File: src/rtl/z80_resp_pkg.sv
// Shared types and defaults for the Z80 bus responder: FSM states, port offsets and
// default parameter values.
package z80_resp_pkg;

   typedef enum logic [2:0] {
      StIdle,
      StWait,
      StRead,
      StWrite,
      StInta,
      StDone
   } state_e;

   localparam logic [1:0] PortScratch0 = 2'd0;
   localparam logic [1:0] PortScratch1 = 2'd1;
   localparam logic [1:0] PortScratch2 = 2'd2;
   localparam logic [1:0] PortStatus   = 2'd3;

   localparam logic [7:0]  DefBasePage   = 8'h80;
   localparam logic [7:0]  DefIoBase     = 8'h10;
   localparam int unsigned DefWaitCycles = 2;
   localparam logic [7:0]  DefIntVector  = 8'hE0;

   function automatic logic [7:0] io_offset(input logic [7:0] addr, input logic [7:0] base);
      return addr - base;
   endfunction

endpackage

File: src/rtl/z80_resp_ram.sv
// 256x8 RAM window for the Z80 bus responder: synchronous write, combinational read.
module z80_resp_ram (
   input  logic       i_clk,
   input  logic       i_we,
   input  logic [7:0] i_addr,
   input  logic [7:0] i_wdata,
   output logic [7:0] o_rdata
);

   logic [7:0] r_mem [256];

   always_ff @(posedge i_clk) begin
      if (i_we) r_mem[i_addr] <= i_wdata;
   end

   assign o_rdata = r_mem[i_addr];

endmodule

File: src/rtl/z80_bus_responder.sv
// Z80 bus slave: 256-byte RAM window, four I/O ports, interrupt request and INTA vector.
// Define Z80_RESP_WAIT_EN to insert WAIT_CYCLES wait states on RAM and I/O accesses.
module z80_bus_responder
   import z80_resp_pkg::*;
#(
   parameter logic [7:0]  BASE_PAGE   = DefBasePage,
   parameter logic [7:0]  IO_BASE     = DefIoBase,
   parameter int unsigned WAIT_CYCLES = DefWaitCycles,
   parameter logic [7:0]  INT_VECTOR  = DefIntVector
) (
   input  logic        clk,
   input  logic        reset,
   input  logic [15:0] A,
   input  logic [7:0]  D_in,
   output logic [7:0]  D_out,
   output logic        D_oe,
   input  logic        nM1,
   input  logic        nMREQ,
   input  logic        nIORQ,
   input  logic        nRD,
   input  logic        nWR,
   input  logic        nRFSH,
   output logic        nWAIT,
   output logic        nINT,
   input  logic        irq_req
);

   localparam logic [3:0] WaitLoad = 4'(WAIT_CYCLES - 1);

   state_e      r_state;
   state_e      w_state_next;
   logic [15:0] r_a;
   logic [7:0]  r_d_in;
   logic        r_nm1, r_nmreq, r_niorq, r_nrd, r_nwr, r_nrfsh;
   logic        r_nmreq_p, r_niorq_p, r_nrd_p, r_nwr_p;
   logic        r_armed;
   logic [3:0]  r_wait_cnt;
   logic        r_is_io;
   logic [1:0]  r_port_idx;
   logic [7:0]  r_port [3];
   logic        r_pending;

   logic [7:0]  w_io_off;
   logic        w_mreq_fall, w_iorq_fall;
   logic        w_mem_sel, w_io_sel, w_inta_sel;
   logic        w_sel_high, w_strobe_rise;
   logic        w_wr_fire, w_status_clr, w_inta_clr;
   logic [7:0]  w_ram_rdata, w_rd_data;

   // Strobes reset to "low" so no edge is seen until both have been sampled high again.
   always_ff @(posedge clk or posedge reset) begin
      if (reset) begin
         r_a       <= '0;
         r_d_in    <= '0;
         r_nm1     <= 1'b1;
         r_nmreq   <= 1'b0;
         r_niorq   <= 1'b0;
         r_nrd     <= 1'b1;
         r_nwr     <= 1'b1;
         r_nrfsh   <= 1'b1;
         r_nmreq_p <= 1'b0;
         r_niorq_p <= 1'b0;
         r_nrd_p   <= 1'b1;
         r_nwr_p   <= 1'b1;
         r_armed   <= 1'b0;
      end else begin
         r_a       <= A;
         r_d_in    <= D_in;
         r_nm1     <= nM1;
         r_nmreq   <= nMREQ;
         r_niorq   <= nIORQ;
         r_nrd     <= nRD;
         r_nwr     <= nWR;
         r_nrfsh   <= nRFSH;
         r_nmreq_p <= r_nmreq;
         r_niorq_p <= r_niorq;
         r_nrd_p   <= r_nrd;
         r_nwr_p   <= r_nwr;
         r_armed   <= r_armed | (r_nmreq & r_niorq);
      end
   end

   assign w_io_off      = io_offset(r_a[7:0], IO_BASE);
   assign w_mreq_fall   = r_armed & r_nmreq_p & ~r_nmreq & r_nrfsh;
   assign w_iorq_fall   = r_armed & r_niorq_p & ~r_niorq;
   assign w_mem_sel     = w_mreq_fall & (r_a[15:8] == BASE_PAGE);
   assign w_io_sel      = w_iorq_fall & r_nm1 & (w_io_off[7:2] == 6'd0);
   assign w_inta_sel    = w_iorq_fall & ~r_nm1;
   assign w_sel_high    = r_is_io ? r_niorq : r_nmreq;
   assign w_strobe_rise = (~r_nmreq_p & r_nmreq) | (~r_niorq_p & r_niorq) |
                          (~r_nrd_p & r_nrd) | (~r_nwr_p & r_nwr);
   assign w_wr_fire     = (r_state == StWrite) & ~r_nwr;
   assign w_status_clr  = w_wr_fire & r_is_io & (r_port_idx == PortStatus) & r_d_in[0];
   assign w_inta_clr    = (r_state == StInta) & r_niorq;

   z80_resp_ram u_ram (
      .i_clk   (clk),
      .i_we    (w_wr_fire & ~r_is_io),
      .i_addr  (r_a[7:0]),
      .i_wdata (r_d_in),
      .o_rdata (w_ram_rdata)
   );

   always_comb begin
      w_rd_data = w_ram_rdata;
      if (r_is_io) begin
         case (r_port_idx)
            PortScratch0: w_rd_data = r_port[0];
            PortScratch1: w_rd_data = r_port[1];
            PortScratch2: w_rd_data = r_port[2];
            default:      w_rd_data = {7'b0, r_pending};
         endcase
      end
   end

   always_ff @(posedge clk or posedge reset) begin
      if (reset) r_state <= StIdle;
      else       r_state <= w_state_next;
   end

   always_comb begin
      w_state_next = r_state;
      case (r_state)
         StIdle: begin
            if (w_inta_sel) begin
               w_state_next = StInta;
            end else if (w_mem_sel | w_io_sel) begin
`ifdef Z80_RESP_WAIT_EN
               w_state_next = StWait;
`else
               w_state_next = r_nrd ? StWrite : StRead;
`endif
            end
         end
         StWait: begin
            if (w_strobe_rise)           w_state_next = StDone;
            else if (r_wait_cnt == 4'd0) w_state_next = r_nrd ? StWrite : StRead;
         end
         StRead:  if (r_nrd | w_sel_high)     w_state_next = StDone;
         StWrite: if (~r_nwr | w_sel_high)    w_state_next = StDone;
         StInta:  if (r_niorq)                w_state_next = StDone;
         StDone:  if (r_nmreq & r_niorq)      w_state_next = StIdle;
         default: w_state_next = StIdle;
      endcase
   end

   // D_oe is qualified by sampled nWR so the bus is never driven against a CPU write.
   always_comb begin
      D_oe  = 1'b0;
      D_out = 8'h00;
      nWAIT = 1'b1;
      case (r_state)
         StRead: begin
            D_oe  = ~r_nrd & r_nwr & ~w_sel_high;
            D_out = w_rd_data;
         end
         StInta: begin
            D_oe  = ~r_niorq & r_nwr;
            D_out = INT_VECTOR;
         end
`ifdef Z80_RESP_WAIT_EN
         StWait:  nWAIT = 1'b0;
`endif
         default: ;
      endcase
   end

   assign nINT = ~r_pending;

   always_ff @(posedge clk or posedge reset) begin
      if (reset) begin
         r_wait_cnt <= WaitLoad;
         r_is_io    <= 1'b0;
         r_port_idx <= 2'd0;
         for (int i = 0; i < 3; i++) r_port[i] <= 8'h00;
         r_pending  <= 1'b0;
      end else begin
         if (r_state == StIdle) begin
            r_wait_cnt <= WaitLoad;
         end else if (r_state == StWait && r_wait_cnt != 4'd0) begin
            r_wait_cnt <= r_wait_cnt - 4'd1;
         end
         if (r_state == StIdle && (w_mem_sel | w_io_sel)) begin
            r_is_io    <= w_io_sel;
            r_port_idx <= w_io_off[1:0];
         end
         for (int i = 0; i < 3; i++) begin
            if (w_wr_fire && r_is_io && r_port_idx == 2'(i)) r_port[i] <= r_d_in;
         end
         // A new request wins over a same-cycle clear.
         r_pending <= irq_req | (r_pending & ~(w_status_clr | w_inta_clr));
      end
   end

endmodule

File: config.mk
export PLATFORM = sky130hd
export DESIGN_NAME = z80_bus_responder
export DESIGN_NICKNAME = d
export VERILOG_FILES = /design/src/rtl/z80_resp_pkg.sv /design/src/rtl/z80_resp_ram.sv /design/src/rtl/z80_bus_responder.sv
export SDC_FILE = /design/constraint.sdc
export NUM_CORES = 2
export LEC_CHECK = 0
export CAP_MARGIN = 20
export CORE_UTILIZATION = 50
export DETAILED_ROUTE_END_ITERATION = 10
export GPL_TIMING_DRIVEN = 0
export PLACE_DENSITY = 0.62
export SETUP_SLACK_MARGIN = 0.02
export SLEW_MARGIN = 20
export SYNTH_ARGS = -nofsm -noshare
export SYNTH_HDL_FRONTEND = slang
export SYNTH_SLANG_ARGS = --single-unit
File: constraint.sdc
create_clock -name clk -period 6.8 [get_ports clk]
set_input_delay 0.68 -clock clk [delete_from_list [all_inputs] [get_ports clk]]
set_output_delay 0.68 -clock clk [all_outputs]
set_load 0.03 [all_outputs]
==> summary.txt <==
Run status
  – Outcome: finished, final reports clean

STA
  – Worst clock skew: 0.0405 ns
  – RSZ-0062 raised after global routing: false
  – Final Cycle Share: 99.5%
  – Post-layout min period: 6.76 ns
  – Final Setup Violations: 0
  – Max Freq: 0.148 GHz
  – Fin. Hold Viols: 0
  – Hold_ws: 0.106 ns
  – Slew of the pin with the lowest slew margin: 1.25 ns
  – Final Max Slew Viols: 0
  – Rel. slew slack: 16.9%

Yosys
  – Post-Syn Area: 0.0813 mm²
  – Largest cells by area after synthesis: edfxtp_1 (76%), mux4_2 (16%), dfrtp_1 (1.9%), nor2_1 (1.3%), a22oi_1 (1.1%)
  – Synth top area share: 75.6%
  – Commonest cells in the netlist: edfxtp_1 (2048), mux4_2 (589), nor2_1 (277)
  – Top-count cell post-synth: edfxtp_1
  – Cell variety after synth: 49
  – Synthesized flop and latch total: 2118
  – Syn_nets: 3663
  – Synth async-reset ratio: 3.31%
  – Yosys warns: 0
  – EDFF count, synth: 2048
  – Area leader, netlist: edfxtp_1
  – Sequential area share after synthesis: 77.8%
  – Cells after synthesis: 3629
  – Ys flop type: edfxtp_1
  – Synth Area per Inst: 22.4 µm²

Clock tree
  – H-tree levels: 4
  – Later-pin clock latency in the skew report: 0.87 ns
  – Reg clk slew, reported paths: ~0.060 ns
  – CTS Buf Count: 206
  – CTS sink cnt: around 2.1k
  – Clock tree from TritonCTS: built
  – CTS root buf: clkbuf_16
  – CTS max path bufs: 3

Die
  – Num rows: 147
  – Die Wd: about 400 µm
  – Io pins: 44
  – Initial Util: 50.5%
  – Die area: 0.164 mm²
  – Die height: 405 µm
  – Core Box Area: approximately 0.16 mm²

Final layout
  – Fillers: 11.7k
  – Layout cells sized above 1: between 20% and 30%
  – Finished Core Util: about 57%
  – Synth-to-Final Area Change: 13.4%
  – Post-Layout Cell Count: about 6.3k
  – Final #Nets: 3953

Job
  – Max cap viols: 0

Route
  – Via density: 6.61
  – DR vias: 41.3k
  – # DRC: 0
  – Starting DRT DRC Count: 7304
  – DR WL/cell: 38.8 µm
  – DRT antenna net count: 0
  – Drt total wl: 243000 µm
  – Drt pass-1 iters: 6

Global route
  – Total congestion overflow: 0
  – Tot GR Track Use: 30.0%
  – Largest net degree at the start of global routing: 87
  – Antenna violations before repair: 9
  – First-pass GRT wire length: 330000 µm
  – Vias in the first global route: between 40k and 50k

Worst setup path
  – Largest delay contributor family on the critical path: buffers and inverters
  – Crit path max fanout: 10
  – Data arrival time of the critical path: 6.08 ns
  – CP startpoint kind: flip-flop
  – Cells along the critical path: buf_2 > clkbuf_1 > clkdlybuf4s15_2 > buf_2 > mux4_2 > a22oi_1 > a21oi_1 > a21oi_1 > a21oi_1 > clkdlybuf4s50_1
  – Slowest CP cell: clkbuf_1
  – Crit path buffers/inverters: 5
  – Crit-path max cell delay: around 0.75 ns
  – Critical path class: flip-flop to primary output
  – Crit. End Element: primary output
  – Worst Path Required: approximately 6 ns
  – CP most frequent cell: a21oi_1

Place
  – GP Congestion: 0.944
  – # port buffers: 42
  – Post-Place Cells: 5870
  – Final HPWL DP: about 160000 µm

Power
  – PwrDens: 295 mW/mm²
  – Leak Pwr: 28.5 nW
  – Maximum VDD drop: 0.285 mV
  – Power, Total: 27.3 mW

Min path
  – HP Class: input port to asynchronous set/reset pin
per-stage QoR:
| stage | setup slack [ns] | TNS [ns] | area [µm²] |
|---|---|---|---|
| CTS | 0.0237 | 0 | 92200 |
| floorplan | 2.77 | 0 | 81300 |
| detailed placement | 0.556 | 0 | 85600 |
| global route | 0.0452 | 0 | 92200 |
| finish | 0.0370 | 0 | 92200 |
| global placement | -1.33 | -1346.32 | 84500 |
worst paths after layout:
kind                       startpoint             endpoint  slack [ns]  cells past startpoint
min in group clk                  nWR                r_nwr        0.24                      1
max                            r_a[3]             D_out[4]        0.04                     10
min                             reset               r_a[0]        0.11                      2
min reg2reg                     r_nwr              r_nwr_p        0.40                      0
max reg2reg                    r_a[1]  u_ram.r_mem[115][6]        1.00                      7
max in group asynchronous       reset        r_wait_cnt[0]        6.09                      3
per-layer routing:
layer	vias to the layer above	part of all wire, %	wire length, µm	global-route usage, %
li1	15900	-	-	-
met1	22200	38	93000	42.2
met2	2719	45	110000	44.7
met3	514	11	27600	7.40
met4	6	4.9	11800	13.4
met5	-	0.014	35	0
logic make-up after synthesis:
logic type | synth area share (%)
other cells | 0.00461
simple gates | 2.03
flops | 77.8
xor+xnor | 0.0215
fa+ha+maj | 0.0154
compound gates | 2.08
mux | 16.9
buf+inv | 1.15
power breakdown:
group	leakage, nW	switching [mW]	internal, mW
registers	19.3	0.0503	14.3
logic	6.08	1.11	0.573
clock network	3.18	4.96	6.22
total	28.5	6.12	21.1
flip-flops by register name (all words and copies together), names as in the netlist:
| signal | count |
|---|---|
| r_d_in | 8 |
| r_nrd_p | 1 |
| r_state | 3 |
| r_nwr | 1 |
| r_nrfsh | 1 |
| u_ram.r_mem | 2048 |
| r_is_io | 1 |
| r_nm1 | 1 |
| r_wait_cnt | 4 |
| r_niorq | 1 |
| r_port_idx | 2 |
| r_port | 24 |
| r_pending | 1 |
| r_nmreq_p | 1 |
| r_nrd | 1 |
| r_nmreq | 1 |
| r_nwr_p | 1 |
| r_niorq_p | 1 |
| r_a | 16 |
| r_armed | 1 |
cells in the final DEF (no fill, tap or decap), drive strengths merged, types with 7 or more instances in the layout:
master	Yosys	layout
nand2	61	61
a22oi	124	124
edfxtp	2048	2048
o21ai	17	17
mux2	30	30
mux2i	17	17
a21oi	67	67
inv	9	15
dfstp	7	7
clkdlybuf4s50	0	42
bufinv	0	15
clkbuf	130	394
dfrtp	63	63
nor2	277	277
mux4	589	589
buf	86	119
nand3	8	8
clkinv	0	98
nand2b	8	8
nor2b	10	10
o41ai	12	12
timing repair:
action                     in CTS  in global routing
buffers inserted                0                  0
setup endpoints to repair       8                  2
hold buffers                    0                  0
gates resized for setup        15                  3
area by class of cell:
type                            instances  area, µm²  share of cell area (%)
Antenna cell                            3       7.51                 0.00814
Buffer                                216       1020                    1.10
Clock buffer                          261       5440                    5.89
Clock inverter                        123       1060                    1.15
Inverter                                9       36.3                  0.0393
Multi-Input combinational cell       1286      17300                    18.7
Sequential cell                      2118      63300                    68.6
Tap cell                             2160       2700                    2.93
Timing Repair Buffer                   82       1430                    1.55
(Power assumes the default switching activity.)
